**src/rtl/particle_record_fifo.sv**
```systemverilog
// Elastic first-word-fall-through buffer for particle records ahead of the compute stage.
// Optional PARTICLE_RECORD_FIFO_STATS_EN adds a high-water mark and an upstream stall counter.
module particle_record_fifo #(
  parameter int WIDTH = 105,
  parameter int DEPTH = 16,
  localparam int CNT_W = $clog2(DEPTH) + 1
) (
  input  logic             clk,
  input  logic             rst,
  input  logic             in_valid,
  output logic             in_ready,
  input  logic [WIDTH-1:0] in_data,
  output logic             out_valid,
  input  logic             out_ready,
  output logic [WIDTH-1:0] out_data,
`ifdef PARTICLE_RECORD_FIFO_STATS_EN
  output logic [CNT_W-1:0] max_count,
  output logic [15:0]      stall_cycles,
`endif
  output logic [CNT_W-1:0] count
);

  localparam int AW = $clog2(DEPTH);
  localparam logic [AW:0] PTR_ONE = {{AW{1'b0}}, 1'b1};
  localparam logic [CNT_W-1:0] CNT_ONE = {{(CNT_W-1){1'b0}}, 1'b1};

  logic [WIDTH-1:0] mem [DEPTH];
  logic [AW:0]      wr_ptr;
  logic [AW:0]      rd_ptr;
  logic [CNT_W-1:0] count_next;
  logic             empty;
  logic             full;
  logic             push;
  logic             pop;

  // The extra pointer MSB separates full from empty when low bits match.
  assign empty = (wr_ptr == rd_ptr);
  assign full  = (wr_ptr[AW] != rd_ptr[AW]) &&
                 (wr_ptr[AW-1:0] == rd_ptr[AW-1:0]);

  assign in_ready  = !full;
  assign out_valid = !empty;
  assign out_data  = mem[rd_ptr[AW-1:0]];

  assign push = in_valid & in_ready;
  assign pop  = out_valid & out_ready;

  always_comb begin
    count_next = count;
    unique case ({push, pop})
      2'b10:   count_next = count + CNT_ONE;
      2'b01:   count_next = count - CNT_ONE;
      default: count_next = count;
    endcase
  end

  always_ff @(posedge clk or posedge rst) begin
    if (rst) begin
      wr_ptr <= '0;
      rd_ptr <= '0;
      count  <= '0;
    end else begin
      if (push) wr_ptr <= wr_ptr + PTR_ONE;
      if (pop)  rd_ptr <= rd_ptr + PTR_ONE;
      count <= count_next;
    end
  end

  // Storage is never cleared; stale entries are unreachable after reset.
  always_ff @(posedge clk) begin
    if (push) mem[wr_ptr[AW-1:0]] <= in_data;
  end

`ifdef PARTICLE_RECORD_FIFO_STATS_EN
  always_ff @(posedge clk or posedge rst) begin
    if (rst) begin
      max_count    <= '0;
      stall_cycles <= '0;
    end else begin
      if (count_next > max_count) max_count <= count_next;
      if (in_valid && !in_ready && stall_cycles != 16'hFFFF)
        stall_cycles <= stall_cycles + 16'd1;
    end
  end
`endif

endmodule

```
**config.mk**
```make
export PLATFORM = sky130hd
export DESIGN_NAME = particle_record_fifo
export DESIGN_NICKNAME = d
export VERILOG_FILES = /design/src/rtl/particle_record_fifo.sv
export SDC_FILE = /design/constraint.sdc
export NUM_CORES = 1
export LEC_CHECK = 0
export CAP_MARGIN = 0
export CORE_ASPECT_RATIO = 0.75
export CORE_MARGIN = 10
export CORE_UTILIZATION = 35
export DETAILED_ROUTE_END_ITERATION = 10
export RECOVER_POWER = 100
export SETUP_SLACK_MARGIN = 0.2
export SKIP_CTS_REPAIR_TIMING = 1
export SYNTH_ARGS = -nofsm -noshare
export SYNTH_HDL_FRONTEND = slang
export SYNTH_SLANG_ARGS = --single-unit
```
**constraint.sdc**
```tcl
create_clock -name clk -period 10.2 [get_ports clk]
set_input_delay 2.04 -clock clk [delete_from_list [all_inputs] [get_ports clk]]
set_output_delay 2.04 -clock clk [all_outputs]
set_load 0.1 [all_outputs]
```
-- After elaboration in Yosys (flattened, before gate mapping)
Memories as Yosys holds them, arrays and structs flattened.
Cells that the tools add are included.
- $add $sub $neg: 4
- multipliers: 0
- div/mod/pow operators: 0
- $lt $le $gt $ge: 0
- equality and inequality tests: 5
- shift operators: 0
- multiplexer cells: 3
- bitwise gates (word level): 2
- reduce and logical (&&, ||, !) cells: 4
- operators by type and width (cell ; number):
    adder 5 x 1 -> 5 bit (second input constant) ; 3
    case mux 5 bit (2 select lines) ; 1
    == test 5 bit ; 1
    subtractor 5 x 1 -> 5 bit (second input constant) ; 1
    == test 4 bit ; 1
    AND 1 bit ; 2
    == test 2 x 1 -> 1 bit (second input constant) ; 1
    == test 2 bit (second input constant) ; 1
    zero test 1 bit ; 2
    2-to-1 mux 1 bit ; 2
    nonzero test 2 bit ; 1
    logical AND 1 bit ; 1
    != test 1 bit ; 1
- flip-flop bits (word level): 15
- bits in latches: 0
- bits in writable memories: 1680
- bits in read-only memories: 0
- bits of input ports: 109
- output and inout bits: 112
- logic and storage cells: 22
- memories kept: 1
- memories (name ; depth ; width ; rd ports ; clocked after memory_dff ; wr ports ; line ; source):
    mem ; 16 ; 105 ; 1 ; 0 ; 1 ; 27 ; logic [WIDTH-1:0] mem [DEPTH];

-- Longest topological paths before layout
- word-level depth: 6
- mapped depth: 14
- depth with buffers taken out: 13

-- Worst setup path after synthesis
OpenSTA, ideal clock, no wires.
- kind: input port to flip-flop
- start: input port in_valid
- end: memory mem[3][0] (enable)
- setup time: 0.697 ns
- data arrival time: 9.539 ns
- required time: 9.503 ns
- path slack: -0.036 ns
- stages on the path: 3
- path buffers: 0
- cells stage by stage: a21boi_4 > nand2_1 > nor3_1
- word-level cells in the longest chain between the ends: 3
- RTL lines (element ; line ; source):
    from (decl) ; 10 ; input logic in_valid,
    AND 1 bit ; 45 ; assign push = in_valid & in_ready;
    2-to-1 mux 1 bit ; 71 ; if (push) mem[wr_ptr[AW-1:0]] <= in_data;
    2-to-1 mux 1 bit (implied by the code) ; 71 ;
    to (decl) ; 27 ;
Every way passes these cells.

-- Worst setup path in the final report
- start: register rd_ptr[2]
- end: output port out_data[25]
- word-level cells in the longest chain between the ends: 1
- RTL lines (element ; line ; source):
    from (decl) ; 29 ; logic [AW:0] rd_ptr;
    from (signal assigned) ; 64 ; if (pop) rd_ptr <= rd_ptr + PTR_ONE;
    memory read (16 x 105 bit) ; - ;
    to (decl) ; 15 ; output logic [WIDTH-1:0] out_data,
Every way passes these cells.

==> flow_metrics.py <==
metrics = {
    "global_routing": {
        "grt_pass1_wl_um": 231500,
        "grt_start_max_net_pins": 120,
        "grt_pass1_vias": 32300,
        "gr-usage-all-layers": 0.1520,
        "overflow": 0,
        "antenna_found_initial": 47,
    },
    "die": {
        "dieArea_um2": 204700,
        "core-area_um2": 185800,
        "io_pins": 221,
        "num_rows": 137,
        "initial_core_util": 0.3519,
        "die_h_um": 394.3,
        "die_w_um": 519.1,
    },
    "synthesis": {
        "ys_types": 37,
        "synthMuxAreaShare": 0.1410,
        "synthSimpleGateAreaFrac": 0.03357,
        "synthAdderAreaFrac": 0.002028,
        "synth_warnings": 0,
        "syn_nets": 3230,
        "syn_area_per_cell_um2": 21.02,
        "syn_area_um2": 65380,
        "syn-instance-count": 3111,
        "synth_top_family_by_area": "multiplexers",
        "synth_compound_gate_area_share": 0.02700,
        "ys_seq_area_frac": 0.7773,
        "synthXorXnorAreaFrac": 0.002373,
        "synth_seq_cells": 1695,
    },
    "finish": {
        "drive_above_1_share": 0.1855,
        "post-route-util": 0.4067,
        "fin_nets": 3512,
        "syn2layout_area_growth_pct": 15.59,
        "fillers": 16320,
    },
    "clock_tree": {
        "clk_latency_ns": 0.81,
        "clock_path_buffers": 3,
        "cts_tree": "built",
        "htreeDepth": 4,
        "cts.clk_slew.worst_paths_ns": 0.06,
        "cts-root-buf": "clkbuf_16",
        "tritoncts.num_buffers": 168,
        "clkSinkCount": 1695,
    },
    "sta": {
        "finalHoldViolations": 0,
        "final.setup.tns_ns": 0,
        "period_minus_slack_ns": 8.640,
        "maxSlewViolCount": 772,
        "period_share": 0.8471,
        "tightest_slew_ns": 3.160,
        "setup_viol": 0,
        "finalClockSkew_ns": 0.02429,
        "relSlewSlack": -1.107,
        "fmax_ghz": 0.1157,
        "rsz0062_at_grt": "no",
    },
    "placement": {
        "port_buffers": 220,
        "hpwl_um": 81430,
        "gp_congestion": 0.7002,
    },
    "detailed_routing": {
        "dr.pass1.iters": 7,
        "drc": 0,
        "drt_iter0_drc": 3071,
        "wl_um": 159700,
        "vias": 31350,
        "wl_per_cell_um": 26.49,
        "routed_via_density": 5.200,
        "ant_nets": 0,
    },
    "power_and_ir_drop": {
        "cellPowerDensity_nw_per_um2": 325.9,
        "vdd_drop_max_mv": 0.3538,
        "power_leakage_nw": 24.01,
    },
    "hold_path": {
        "min_path_cells": 1,
        "hp-class": "reg -> reg",
        "whs_endpoint": "count[4]",
        "hp-start": "count[4]",
    },
    "job": {
        "max-cap-violations": 25,
    },
    "worst_setup_path": {
        "startpoint_type": "register",
        "cp_slowest_cell": "nor2b_1",
        "r2r_slack_ns": 2.00,
        "worstPathArrival_ns": 6.60,
        "path_buf_inv": 3,
        "worstSetupEndpointType": "output pin",
        "crit_chain": "buf_4, nor2b_1, buf_4, a221oi_1, o21ai_1, nand3_1, dlygate4sd3_1",
        "max_stage_delay_ns": 2.07,
        "path_max_fanout": 59,
        "required_ns": 8.16,
        "r2r-start": "rd_ptr[0]",
        "ff2ff_path_depth": 8,
        "cp_common_cell": "buf_4",
        "crit_type": "reg -> out",
        "crit_family": "buffers and inverters",
        "reg2reg_to": "mem[12][47]",
    },
    "outcome": {
        "status": "finished with violations",
        "violations": "max-capacitance violations, max-slew violations",
    },
}
## Yosys cell counts (all sizes together)
master | number | share of area
a21boi | 1 | 0.00029
a21o | 1 | 0.00011
a21oi | 5 | 0.00038
a221oi | 105 | 0.018
and2 | 106 | 0.010
and4 | 2 | 0.00034
buf | 104 | 0.012
clkbuf | 64 | 0.0037
dfrtp | 15 | 0.0057
edfxtp | 1680 | 0.77
fa | 1 | 0.00031
ha | 9 | 0.0017
inv | 12 | 0.00069
mux2 | 1 | 0.00017
mux2i | 211 | 0.032
mux4 | 315 | 0.11
nand2 | 221 | 0.013
nand2b | 3 | 0.00033
nand3 | 107 | 0.0082
nand4 | 2 | 0.00019
nor2 | 12 | 0.00069
nor2b | 2 | 0.00019
nor3 | 4 | 0.00031
nor4 | 1 | 0.00033
o21ai | 110 | 0.0084
or3b | 1 | 0.00013
xnor2 | 8 | 0.0013
xor2 | 8 | 0.0011
## cell usage in the layout (no fill, tap or decap), types with 39 or more instances in the layout
cell type,Yosys,final
a221oi_1,66,66
a221oi_2,39,39
and2_1,102,101
clkbuf_1,64,45
clkbuf_16,0,171
dlygate4sd3_1,0,212
edfxtp_1,1680,1680
mux2i_1,211,211
mux4_2,315,315
nand2_1,220,221
nand3_1,107,107
o21ai_1,104,104
## worst reg2reg max path: stages, from the launching register on
cell and delay, ns:
dfrtp_4 0.75, clkbuf_1 2.28, xor2_1 0.34, nor4_4 0.10, a21boi_0 0.80, nand2_1 0.35, nor2_4 0.90, clkbuf_1 1.55
buf_4 0.72
## area by class of cell
cell class	count	area, um2	area share
flip-flops and latches	1695	50840	0.6726
multi-input cells	1236	13490	0.1784
clock buffers	205	4407	0.05831
well taps	2502	3131	0.04142
repair buffers	280	2739	0.03624
clock inverters	93	912.1	0.01207
inverters	12	52.55	0.0006953
diodes	6	15.01	0.0001987
## through the flow
| stage | power, W | hold slack, ns | worst slack [ns] | area, um2 | cells |
|---|---|---|---|---|---|
| after global placement | 0.01911 | 0.4581 | 3.397 | 70430 | 5725 |
| final | 0.02463 | 0.4698 | 1.560 | 75580 | 6029 |
| after floorplan | 0.01641 | 0.5283 | 2.782 | 65400 | 3111 |
| after detailed placement | 0.01913 | 0.4688 | 3.427 | 70430 | 5725 |
| after CTS | 0.02521 | 0.4809 | 2.534 | 75750 | 6023 |
| after global routing | 0.02568 | 0.4805 | 1.218 | 75570 | 6026 |
## sequential cells by signal (all words and copies together), names as in the netlist
register  count
rd_ptr        5
mem        1680
wr_ptr        5
count         5
## worst max path at each step
stage	slack (ns)	from	cells past startpoint	to
6_report	1.56	rd_ptr[2]	7	out_data[25]
5_1_grt	1.22	rd_ptr[0]	8	mem[12][47]
4_1_cts	2.53	rd_ptr[0]	7	out_data[102]
3_5_place_dp	3.43	rd_ptr[0]	7	out_data[102]
3_3_place_gp	3.40	rd_ptr[0]	7	out_data[102]
2_1_floorplan	2.78	in_valid	3	mem[7][0]
## power by group
part	switching (W)	internal, W
Combinational	0.00713	0.00281
Clock	0.00265	0.00339
Sequential	0.000223	0.00843
Total	0.0100	0.0146
## kinds of logic after synthesis
family                   count (synthesis)
AND/OR/NAND/NOR                        461
buffers and inverters                  180
flip-flops                            1695
AO/OA/AOI/OAI                          222
adder cells (fa/ha/maj)                 10
multiplexers                           527
XOR/XNOR                                16
## per-layer routing
layer / vias to the layer above / wire, um / GRT usage
li1: 13380 / - / -
met5: - / 136 / 0
met2: 993 / 75000 / 0.2410
met1: 16690 / 71110 / 0.2138
met3: 270 / 10190 / 0.03499
met4: 24 / 3300 / 0.03412
(Power assumes the default switching activity.)
